`config.mk`:
```
export PLATFORM = sky130hd
export DESIGN_NAME = pipe_stage_hs
export DESIGN_NICKNAME = d
export VERILOG_FILES = /design/src/rtl/pipe_stage_hs.sv
export SDC_FILE = /design/constraint.sdc
export NUM_CORES = 1
export LEC_CHECK = 0
export CAP_MARGIN = 25
export CORE_MARGIN = 4
export CORE_UTILIZATION = 45
export DETAILED_ROUTE_END_ITERATION = 10
export DONT_BUFFER_PORTS = 1
export GPL_TIMING_DRIVEN = 0
export SYNTH_ARGS = -nofsm -noshare
export SYNTH_HDL_FRONTEND = slang
export SYNTH_SLANG_ARGS = --single-unit
```
`constraint.sdc`:
```
create_clock -name clk -period 4 [get_ports clk]
set_clock_uncertainty 0.1 [all_clocks]
set_input_delay 0.6 -clock clk [delete_from_list [all_inputs] [get_ports clk]]
set_output_delay 0.6 -clock clk [all_outputs]
set_load 0.005 [all_outputs]
```
`src/rtl/pipe_stage_hs.sv`:
```
// Pipeline stage register with valid/ready handshake, flush and a 2-entry skid buffer.
// Define PIPE_STAGE_STALL_CNT_EN to add the saturating downstream-stall counter on stall_cnt_o.
module pipe_stage_hs #(
   parameter int unsigned DW      = 32,
   parameter logic [31:0] NOP_VAL = 32'h00000013,
   parameter int unsigned CNT_W   = 16
) (
   input  logic          clk,
   input  logic          rst,
   input  logic          flush_i,
   input  logic          in_valid_i,
   output logic          in_ready_o,
   input  logic [DW-1:0] in_data_i,
   output logic          out_valid_o,
   input  logic          out_ready_i,
`ifdef PIPE_STAGE_STALL_CNT_EN
   output logic [DW-1:0]    out_data_o,
   output logic [CNT_W-1:0] stall_cnt_o
`else
   output logic [DW-1:0] out_data_o
`endif
);

   localparam logic [DW-1:0] NopDw = DW'(NOP_VAL);

   if (DW < 1) begin : g_bad_dw
      $error("pipe_stage_hs: DW must be >= 1");
   end
   if (CNT_W < 1) begin : g_bad_cnt_w
      $error("pipe_stage_hs: CNT_W must be >= 1");
   end

   typedef enum logic [1:0] {StEmpty, StOne, StFull} state_e;

   state_e        state_q, state_d;
   logic [DW-1:0] main_q, main_d;
   logic [DW-1:0] skid_q, skid_d;
   logic          in_fire, out_fire;

   assign in_fire  = in_valid_i & in_ready_o;
   assign out_fire = out_valid_o & out_ready_i;

   always_ff @(posedge clk or posedge rst) begin
      if (rst) begin
         state_q <= StEmpty;
         main_q  <= NopDw;
         skid_q  <= '0;
      end else begin
         state_q <= state_d;
         main_q  <= main_d;
         skid_q  <= skid_d;
      end
   end

   // main always holds the older entry; skid only holds data while FULL
   always_comb begin
      state_d = state_q;
      main_d  = main_q;
      skid_d  = skid_q;
      if (flush_i) begin
         state_d = StEmpty;
         main_d  = NopDw;
      end else begin
         unique case (state_q)
            StEmpty: begin
               if (in_fire) begin
                  state_d = StOne;
                  main_d  = in_data_i;
               end
            end
            StOne: begin
               if (in_fire && out_fire) begin
                  main_d = in_data_i;
               end else if (in_fire) begin
                  state_d = StFull;
                  skid_d  = in_data_i;
               end else if (out_fire) begin
                  state_d = StEmpty;
                  main_d  = NopDw;
               end
            end
            StFull: begin
               if (out_fire) begin
                  state_d = StOne;
                  main_d  = skid_q;
               end
            end
            default: begin
               state_d = StEmpty;
               main_d  = NopDw;
            end
         endcase
      end
   end

   // Handshake outputs decode the state register only: no combinational ready path.
   always_comb begin
      in_ready_o  = 1'b1;
      out_valid_o = 1'b0;
      unique case (state_q)
         StEmpty: begin
            in_ready_o  = 1'b1;
            out_valid_o = 1'b0;
         end
         StOne: begin
            in_ready_o  = 1'b1;
            out_valid_o = 1'b1;
         end
         StFull: begin
            in_ready_o  = 1'b0;
            out_valid_o = 1'b1;
         end
         default: begin
            in_ready_o  = 1'b1;
            out_valid_o = 1'b0;
         end
      endcase
   end

   assign out_data_o = main_q;

`ifdef PIPE_STAGE_STALL_CNT_EN
   logic [CNT_W-1:0] stall_cnt_q, stall_cnt_d;

   always_comb begin
      stall_cnt_d = stall_cnt_q;
      if (out_valid_o && !out_ready_i && (stall_cnt_q != '1)) begin
         stall_cnt_d = stall_cnt_q + CNT_W'(1);
      end
   end

   // Cleared by reset only; flush leaves the count intact.
   always_ff @(posedge clk or posedge rst) begin
      if (rst) begin
         stall_cnt_q <= '0;
      end else begin
         stall_cnt_q <= stall_cnt_d;
      end
   end

   assign stall_cnt_o = stall_cnt_q;
`endif

endmodule

```
[Word level (Yosys, flattened, before mapping)]
Index checks and enable logic that the tools add are counted.
Word-level totals
  bits in registers: 66
  bits of input ports: 37
  output and inout bits: 34
  logic and storage cells: 37
Operators by class
  equality and inequality tests: 8
  mux-type cells: 16
  bitwise operators: 4
  reductions and logical operators: 6
Operator list (number)
  two-way mux 32 bit: 6
  one-hot mux 32 bit (3 select lines): 1
  two-way mux 2 bit: 6
  != test 4 bit (second input constant): 3
  AND reduction 4 bit: 3
  != test 3 bit (second input constant): 3
  one-hot mux 2 bit (3 select lines): 1
  AND 1 bit: 2
  == test 2 x 1 -> 1 bit (second input constant): 1
  == test 2 bit (second input constant): 1
  logical NOT 2 bit: 1
  two-way mux 1 bit: 2
  inverter 1 bit: 2
  OR reduction 2 bit: 1
  logical AND 1 bit: 1

[Logic depth before layout (Yosys ltp)]
Gate-level depths: netlist (run 1).
  word-level depth: 9
  gate-level depth with buffers: 9

[Least setup slack after synthesis (run 1)]
No wires, ideal clock.
  kind: reg-to-reg
  from: reg state_q[0]
  to: reg main_q[23], in the netlist out_data_o[23]
  library setup time: 0.127 ns
  arrival time: 1.855 ns
  slack: 1.917 ns
  cell stages (with the launch flop): 8
  buffers on the path: 1
  clock period less this slack: 2.083 ns
  cells stage by stage: dfrtp_1 > inv_1 > ha_1 > nand2_2 > a221oi_4 > or2_1 > buf_2 > mux2_1
Between the ends
  word-level cells in the longest chain between the ends: 8
Ends and longest elaborated chain
  start, declared: RTL line 35  | state_e state_q, state_d;
  start signal, assigned: RTL line 45  | state_q <= StEmpty;
  start signal, assigned: RTL line 49  | state_q <= state_d;
  == test 2 bit or == test 2 x 1 -> 1 bit (tied branches): RTL line 100  | unique case (state_q)
  OR reduction 2 bit (no line) (*)
  two-way mux 1 bit (*): RTL line 100
  named net out_valid_o: RTL line 14  | output logic out_valid_o,
  AND 1 bit (*): RTL line 41  | assign out_fire = out_valid_o & out_ready_i;
  logical AND 1 bit: RTL line 72  | if (in_fire && out_fire) begin
  two-way mux 32 bit: RTL line 72
  one-hot mux 32 bit (3 select lines): RTL line 64  | unique case (state_q)
  two-way mux 32 bit: RTL line 60  | if (flush_i) begin
  end signal, assigned: RTL line 46  | main_q <= NopDw;
  end signal, assigned: RTL line 50  | main_q <= main_d;
  end, declared: RTL line 36  | logic [DW-1:0] main_q, main_d;
Mark *: on every way through the listed nets, which the timed path passes. The rest lies on a longest branch.
A chain may end at the register's enable or synchronous reset.

[Worst setup path in the final report (run 1)]
  from: reg state_q[0]
  to: out in_ready_o
Between the ends
  word-level cells in the longest chain between the ends: 2
Ends and longest elaborated chain
  == test 2 bit: RTL line 100
  two-way mux 1 bit: RTL line 100
  end, declared: RTL line 12  | output logic in_ready_o,
Every way passes these cells.

==> results of run 1 <==
[cells in the mapped netlist, types with 2 or more instances]
master,n,area share (%)
a211oi_1,2,0.45
a21oi_1,47,7.1
a21oi_2,9,2.4
a22oi_1,29,6.6
a31oi_1,2,0.38
a41oi_1,3,0.79
buf_1,4,0.45
buf_2,10,1.5
buf_4,3,0.68
buf_6,4,1.4
clkbuf_1,7,0.79
dfrtp_1,63,48
dfstp_2,3,2.4
ha_1,4,1.5
inv_1,5,0.57
mux2_2,32,11
nand2_1,5,0.57
nand3_1,3,0.45
nor2_1,33,3.7
nor2b_1,2,0.38
nor3_1,30,4.5
o21ai_0,4,0.60
or2_1,2,0.38
[critical path, stage by stage, from the launching register on]
cell and delay [ns]:
dfrtp_1 0.40, inv_1 0.11, ha_1 0.25, buf_2 0.27
buf_1 0.41, inv_1 0.12
[registers in the layout, indices dropped and copies added (netlist names)]
signal      flops
skid_q         32
out_data_o     32
state_q         2
[cells by family after synthesis]
| family | Yosys count | share of synthesized area, % |
|---|---|---|
| and+or+nand+nor | 80 | 11.5 |
| muxes | 33 | 11.2 |
| buffers and inverters | 34 | 5.47 |
| adders and majority gates | 4 | 1.51 |
| AOI/OAI and AO/OA | 101 | 20.1 |
| xor gates and xnor gates | 1 | 0.264 |
| DFF | 66 | 49.9 |
[layout make-up]
cell class | count | area [um2]
tap | 99 | 124
sequential | 66 | 1660
clock buffer | 11 | 131
inverter | 6 | 25.0
buffer | 28 | 159
multi-input combinational | 219 | 1480
clock inverter | 5 | 55.1
fill | 714 | 3590
[power by group through the flow]
stage          Combinational, W  Sequential, W  Clock (W)
6_report               0.000621        0.00109   0.000551
5_1_grt                0.000694        0.00113   0.000593
4_1_cts                0.000626        0.00109   0.000566
3_5_place_dp           0.000624        0.00110          0
3_3_place_gp           0.000610        0.00109          0
2_1_floorplan          0.000512        0.00106          0
[worst min-delay path by stage]
| stage | startpoint | end | slack [ns] | cells past startpoint |
|---|---|---|---|---|
| finish | rst | skid_q[26] | 0.21 | 1 |
| global route | rst | skid_q[26] | 0.27 | 1 |
| CTS | rst | out_data_o[29] | 0.23 | 1 |
| detailed placement | skid_q[15] | skid_q[15] | 0.39 | 1 |
| global placement | skid_q[8] | skid_q[8] | 0.39 | 1 |
| floorplan | skid_q[4] | skid_q[4] | 0.38 | 1 |
[metrics by stage]
step	cell area [um2]	hold slack (ns)	setup slack (ns)
2_1_floorplan	3310	0.379	1.65
3_3_place_gp	3440	0.386	0.795
3_5_place_dp	3440	0.394	1.58
4_1_cts	3630	0.229	1.39
5_1_grt	3630	0.271	1.29
6_report	3630	0.211	1.41
[layer usage]
layer	global-route usage [%]	part of all wire [%]	vias to the layer above
li1	-	-	1183
met1	26.6	44	1293
met5	0	0	-
met2	30.0	47	75
met4	5.54	0.45	0
met3	7.37	8.7	2
==> impl_metrics.json, run 1 <==
{
  "track_usage_pct": 19.8,
  "postCtsResizedCells": 0,
  "utilization_pct": 50.3,
  "antennaDiodeCount": 0,
  "rr_worst_depth": 7,
  "total_power_w": 0.00226,
  "final_cells": 434,
  "cp.required_ns": 3.30,
  "cts_root_buffer": "clkbuf_8",
  "num-nets-final": 371,
  "sequentialPowerShare_pct": 48.2,
  "final_common_cell": "dfrtp_1",
  "path_class": "reg -> out",
  "cap_violations": 0,
  "worstSetupStartpoint": "state_q[0]",
  "cp-endpoint": "in_ready_o",
  "cts_max_level": 3,
  "io_buffers": 0,
  "cts_num_sinks": 66,
  "p_per_area_mw_per_mm2": 624,
  "die_x_um": 93.8,
  "crit_path_end_kind": "output pin",
  "ys_types": 36,
  "min_path_type": "in -> async",
  "dp_hpwl_mm": 5.59,
  "internal-power_w": 0.00151,
  "syn_avg_cell_area_um2": 10.4,
  "hold_buffers": 0,
  "syn_inst": 319,
  "clkPwrFrac_pct": 24.4,
  "switching_share_pct": 33.1,
  "grt_pass1_wl_mm": 13.5,
  "drtIter0Drc": 111,
  "clk_pin_slew_ns": 0.08,
  "initial_utilization_pct": 45.9,
  "synth_edf_count": 0,
  "fmax_mhz": 386,
  "period_share_pct": 64.7,
  "mostFrequentLayoutCells": "63 x dfrtp_1, 47 x a21oi_1, 33 x nor2_1",
  "io_pins": 71,
  "crit_fanout": 10,
  "synth.yosys.seq_area_share_pct": 49.9,
  "cts_tree": "built",
  "leakagePower_nw": 1.51,
  "grt-ovfl-total": 0,
  "rsz0062_at_grt": "no",
  "netlist_area_mm2": 0.00331,
  "first_pass_iters": 4,
  "cp-start-kind": "flop",
  "status": "complete, no violations",
  "setup_viol": 0,
  "yosys_warnings": 0,
  "net-switching-power_w": 0.000750,
  "vdd_drop_max_mv": 0.235,
  "syn_to_final_growth_pct": 9.44,
  "place_inst": 418,
  "ys.flop_type": "dfrtp_1",
  "ys_seq_elements": 66,
  "totalWireLength_mm": 8.37,
  "async_reset_ff_share_pct": 100,
  "tns_ns": 0,
  "grt_pass1_vias": 2554,
  "grt_max_degree": 67,
  "clock_path_buffers": 2,
  "final_antenna_net_count": 0,
  "insertion_delay_ns": 0.33,
  "hold_viol": 0,
  "regToRegSetupSlack_ns": 1.60,
  "viasPerCell": 5.88,
  "syn-num-nets": 360,
  "period_minus_slack_ns": 2.59,
  "num_vias": 2553,
  "row_count": 31,
  "arrival_ns": 1.89,
  "routedWlPerCell_um": 19.3,
  "antenna_found_initial": 0,
  "drive_above_1_share_pct": 23.9,
  "r2r_start": "state_q[1]",
  "numCtsBuffers": 9,
  "slew_headroom_pct": 44.5,
  "power_frac_comb_pct": 27.4,
  "dieArea_mm2": 0.00880,
  "core_area_mm2": 0.00721,
  "gp_congestion": 0.818,
  "postCtsSetupBuffers": 0,
  "worst-slew-pin-transition_ns": 0.832,
  "slew_viol_final": 0,
  "die_h_um": 93.8,
  "drc_errors": 0,
  "worstReg2RegEnd": "out_data_o[18]"
}
Power figures use the tool's default switching activity.
==> run 2, diff against run 1 <==
- clock period: 4 -> 2.4 ns (I/O delays scaled with it)
==> run 2 against run 1 <==
Against the previous run: die area stayed put; register-to-register slack worse by 1.5 ns; non-clock buffer count up 5; sequential power up 67%; combinational power increased by 71%; critical path type is now reg -> reg; critical path depth increased by 2.
==> impl_metrics.json, run 2 (same netlist as run 1, synthesis figures left out) <==
{
  "status": "complete, no violations",
  "track_usage_pct": 19.8,
  "io_buffers": 0,
  "io_pins": 71,
  "drive_above_1_share_pct": 25.6,
  "die_h_um": 93.8,
  "grt_pass1_wl_mm": 13.5,
  "drc_errors": 0,
  "net-switching-power_w": 0.00126,
  "hold_viol": 0,
  "p_per_area_mw_per_mm2": 1030,
  "path_class": "reg -> reg",
  "final_common_cell": "dfrtp_1",
  "antennaDiodeCount": 0,
  "viasPerCell": 5.85,
  "fillers": 710,
  "vdd_drop_max_mv": 0.390,
  "mostFrequentLayoutCells": "63 x dfrtp_1, 47 x a21oi_1, 33 x nor2_1",
  "period_share_pct": 95.4,
  "initial_utilization_pct": 45.9,
  "final_antenna_net_count": 0,
  "crit_path_end_kind": "flop",
  "slew_viol_final": 0,
  "grt-ovfl-total": 0,
  "min_path_type": "in -> reg",
  "num-nets-final": 376,
  "crit_fanout": 5,
  "worst-slew-pin-transition_ns": 0.827,
  "grt_pass1_vias": 2557,
  "dp_hpwl_mm": 5.59,
  "slew_headroom_pct": 44.8,
  "first_pass_iters": 5,
  "gp_congestion": 0.818,
  "grt_max_degree": 67,
  "core_area_mm2": 0.00721,
  "row_count": 31,
  "antenna_found_initial": 0,
  "power_frac_comb_pct": 27.9,
  "clock_path_buffers": 2,
  "leakagePower_nw": 1.55,
  "finalInstanceArea_mm2": 0.00369,
  "holdWs_ns": 0.0700,
  "period_minus_slack_ns": 2.29,
  "numCtsBuffers": 9,
  "routedWlPerCell_um": 19.1,
  "setup_viol": 0,
  "syn_to_final_growth_pct": 11.3,
  "sequentialPowerShare_pct": 47.9,
  "fmax_mhz": 437,
  "switching_share_pct": 33.1,
  "arrival_ns": 2.40,
  "cts_num_sinks": 66,
  "die_x_um": 93.8,
  "cap_violations": 0,
  "dieArea_mm2": 0.00880,
  "num_vias": 2570,
  "clkPwrFrac_pct": 24.2,
  "dpl_cell_area_mm2": 0.00344,
  "cp-start-kind": "flop",
  "cp.required_ns": 2.51,
  "tns_ns": 0,
  "utilization_pct": 51.1,
  "cts_max_level": 3,
  "totalWireLength_mm": 8.38,
  "clk_pin_slew_ns": 0.08,
  "drtIter0Drc": 123,
  "total_power_w": 0.00380,
  "internal-power_w": 0.00254,
  "insertion_delay_ns": 0.33,
  "cts_root_buffer": "clkbuf_8",
  "cts_tree": "built"
}
==> run 2: cell types whose count changed in the layout (fill, tap and decap cells not counted), sizes merged <==
cell,previous run,this run
buf,21,24
clkbuf,18,19
dlygate4sd3,0,1
==> run 2: worst paths after layout <==
check	start	to	slack [ns]	depth (start not counted)
worst max-delay path	state_q[1]	out_data_o[23]	0.11	7
worst min-delay path	in_data_i[6]	skid_q[6]	0.07	1
max in group asynchronous	rst	out_data_o[9]	1.09	2
worst min register to register	skid_q[15]	skid_q[15]	0.41	1
worst max register to register	state_q[1]	out_data_o[23]	0.11	7
min in group asynchronous	rst	skid_q[26]	0.58	2
==> run 2: critical path: stages (launching register included) <==
cell and delay (ns):
dfrtp_1 0.41, inv_1 0.08, ha_2 0.41, nand3b_1 0.18, a221oi_4 0.38, or2_1 0.14, buf_2 0.14, mux2_1 0.33
==> run 2: layout make-up <==
| class | count | area [um2] | area share [%] |
|---|---|---|---|
| Sequential cell | 66 | 1660 | 44.9 |
| Multi-Input combinational cell | 219 | 1490 | 40.3 |
| Buffer | 28 | 161 | 4.37 |
| Clock buffer | 11 | 131 | 3.56 |
| Tap cell | 99 | 124 | 3.36 |
| Clock inverter | 5 | 55.1 | 1.49 |
| Timing Repair Buffer | 5 | 52.6 | 1.42 |
| Inverter | 6 | 25.0 | 0.678 |
==> run 2: layer usage <==
| layer | global-route usage, % | part of all wire (%) | wire, um |
|---|---|---|---|
| met1 | 26.6 | 44 | 3650 |
| met4 | 5.54 | 0.45 | 38 |
| met3 | 7.37 | 8.6 | 723 |
| met2 | 30.0 | 47 | 3970 |
| met5 | 0 | 0 | 0 |
==> run 2: per-stage QoR <==
step | setup slack [ns] | instances
floorplan | 0.290 | 319
global placement | -0.565 | 418
detailed placement | -0.0210 | 418
CTS | 0.0104 | 435
global route | -0.0196 | 439
finish | 0.109 | 439
==> run 2: power by group through the flow <==
stage / sequential, W / combinational, W / clock [W]
2_1_floorplan: 0.00176 / 0.000853 / 0
3_3_place_gp: 0.00182 / 0.00102 / 0
3_5_place_dp: 0.00184 / 0.00104 / 0
4_1_cts: 0.00182 / 0.00105 / 0.000943
5_1_grt: 0.00187 / 0.00119 / 0.000992
6_report: 0.00182 / 0.00106 / 0.000920
==> run 2: what timing repair did <==
action | CTS | global route
resized for setup | 1 | 3
cloned | 0 | 0
pin swaps | 0 | 2
setup endpoints to repair | 10 | 32
buffers inserted | 0 | 4
hold endpoints to repair | 43 | 0
hold buffers | 1 | 0
==> run 3, diff against run 2 <==
- CORE_UTILIZATION: 45 -> 35
- clock period: 2.4 -> 1.9 ns (I/O delays scaled with it)
==> run 3 against run 2 <==
Against the previous run: the run now ends with setup timing left; worst hold slack worse by 0.037 ns; final area rose by 12%; critical endpoint unchanged; cell count grew 14%; non-clock buffer count up 35; largest cell class unchanged; power rose by 26%; wire length is 9.0% higher; first-iteration DRC count is 11% lower.
==> impl_metrics.json, run 3 (same netlist as run 1, synthesis figures left out) <==
{
  "min-delay-start": "in_data_i[0]",
  "leakagePower_nw": 1.72,
  "die_h_um": 105,
  "worstSetupStartpoint": "state_q[1]",
  "setup_viol": 63,
  "final_antenna_net_count": 0,
  "mostFrequentLayoutCells": "63 x dfrtp_1, 47 x a21oi_1, 33 x dlygate4sd3_1",
  "route.met2.wl_mm": 4.52,
  "clock_path_buffers": 2,
  "routedWlPerCell_um": 18.2,
  "clk_pin_slew_ns": 0.07,
  "grt-ovfl-total": 0,
  "status": "complete, but fails checks",
  "cp-start-kind": "flop",
  "p_per_area_mw_per_mm2": 1160,
  "cts_root_buffer": "clkbuf_8",
  "rr_worst_depth": 7,
  "slew_viol_final": 0,
  "cp.required_ns": 2.02,
  "hold_viol": 0,
  "period_minus_slack_ns": 2.11,
  "min_path_type": "in -> reg",
  "grt_max_degree": 35,
  "tns_ns": -7.27,
  "path_class": "reg -> reg",
  "initial_utilization_pct": 35.9,
  "cts_max_level": 3,
  "fillers": 927,
  "num_vias": 2678,
  "track_usage_pct": 16.5,
  "viasPerCell": 5.33,
  "r2r_start": "state_q[1]",
  "dieArea_mm2": 0.0111,
  "gp_congestion": 0.777,
  "vdd_drop_max_mv": 0.556,
  "io_buffers": 0,
  "worstReg2RegEnd": "out_data_o[23]",
  "grt_pass1_wl_mm": 14.6,
  "syn_to_final_growth_pct": 25.1,
  "drc_errors": 0,
  "slew_headroom_pct": 50.6,
  "arrival_ns": 2.22,
  "hold-path-endpoint": "out_data_o[0]",
  "final_common_cell": "dfrtp_1",
  "dp_hpwl_mm": 5.99,
  "cap_violations": 0,
  "io_pins": 71,
  "period_share_pct": 111,
  "fmax_mhz": 475,
  "post-route-worst-setup-slack_ns": -0.206,
  "violations": "setup timing",
  "rsz0062_at_grt": "yes",
  "core_area_mm2": 0.00924,
  "numCtsBuffers": 9,
  "die_x_um": 105,
  "cts_num_sinks": 66,
  "insertion_delay_ns": 0.34,
  "worst-slew-pin-transition_ns": 0.739,
  "row_count": 35,
  "first_pass_iters": 5,
  "drive_above_1_share_pct": 27.1,
  "holdWs_ns": 0.0332,
  "holdPathStages": 2,
  "num-nets-final": 411,
  "crit_path_end_kind": "flop",
  "antenna_found_initial": 0,
  "total_power_w": 0.00480,
  "crit_fanout": 8,
  "drt-met1-wl_mm": 3.82,
  "dr.max_layer_used": "met4",
  "antennaDiodeCount": 0,
  "totalWireLength_mm": 9.13,
  "drtIter0Drc": 110,
  "cts_tree": "built",
  "met3_length_um": 705,
  "regToRegSetupSlack_ns": -0.21,
  "grt_pass1_vias": 2710
}
==> run 3: worst max path at each step <==
stage | to | slack (ns) | cells past startpoint
CTS | skid_q[4] | -0.19 | 7
floorplan | out_data_o[23] | -0.11 | 8
finish | out_data_o[23] | -0.21 | 7
global route | out_data_o[23] | -0.28 | 7
global placement | out_data_o[21] | -0.33 | 8
detailed placement | out_data_o[14] | -0.38 | 8
==> run 3: repair_timing <==
action | CTS | global route
resized for setup | 13 | 12
setup buffers | 9 | 0
setup endpoints to repair | 65 | 66
endpoints found under the hold margin | 64 | 0
hold buffers | 33 | 0
pin swaps | 4 | 2
==> run 3: power by group <==
part | leakage [nW] | switching [W] | total (W) | internal, W
combinational | 0.830 | 0.000725 | 0.00147 | 0.000746
sequential | 0.809 | 0.000332 | 0.00230 | 0.00196
clock | 0.0842 | 0.000535 | 0.00103 | 0.000497
total | 1.72 | 0.00159 | 0.00480 | 0.00321
==> run 3: final cells by class <==
class	count	area [um2]	area share [%]
Clock buffer	10	138	3.32
Buffer	26	193	4.65
Timing Repair Buffer	42	423	10.2
Clock inverter	4	30.0	0.724
Tap cell	129	161	3.89
Sequential cell	66	1660	39.9
Multi-Input combinational cell	219	1520	36.7
Inverter	6	26.3	0.633
==> run 3: metal layers <==
metal,vias up,GRT usage [%]
met4,0,6.19
met5,-,0
met3,8,4.65
met2,74,26.4
met1,1336,21.3
li1,1260,-
==> run 3: metrics by stage <==
stage,worst slack (ns),instance area [um2],util (%),cells
global placement,-0.332,3510,38.0,448
detailed placement,-0.385,3530,38.2,449
global route,-0.283,4150,44.9,502
floorplan,-0.112,3350,-,319
finish,-0.206,4150,44.9,502
CTS,-0.194,4130,44.7,504
==> run 3: worst max-delay path, stage by stage (launching register included) <==
cell and delay (ns):
dfrtp_1 0.41, inv_2 0.08, ha_4 0.32, nand2_4 0.11, a221oi_4 0.39, or2_1 0.17
buf_6 0.12, mux2_4 0.30
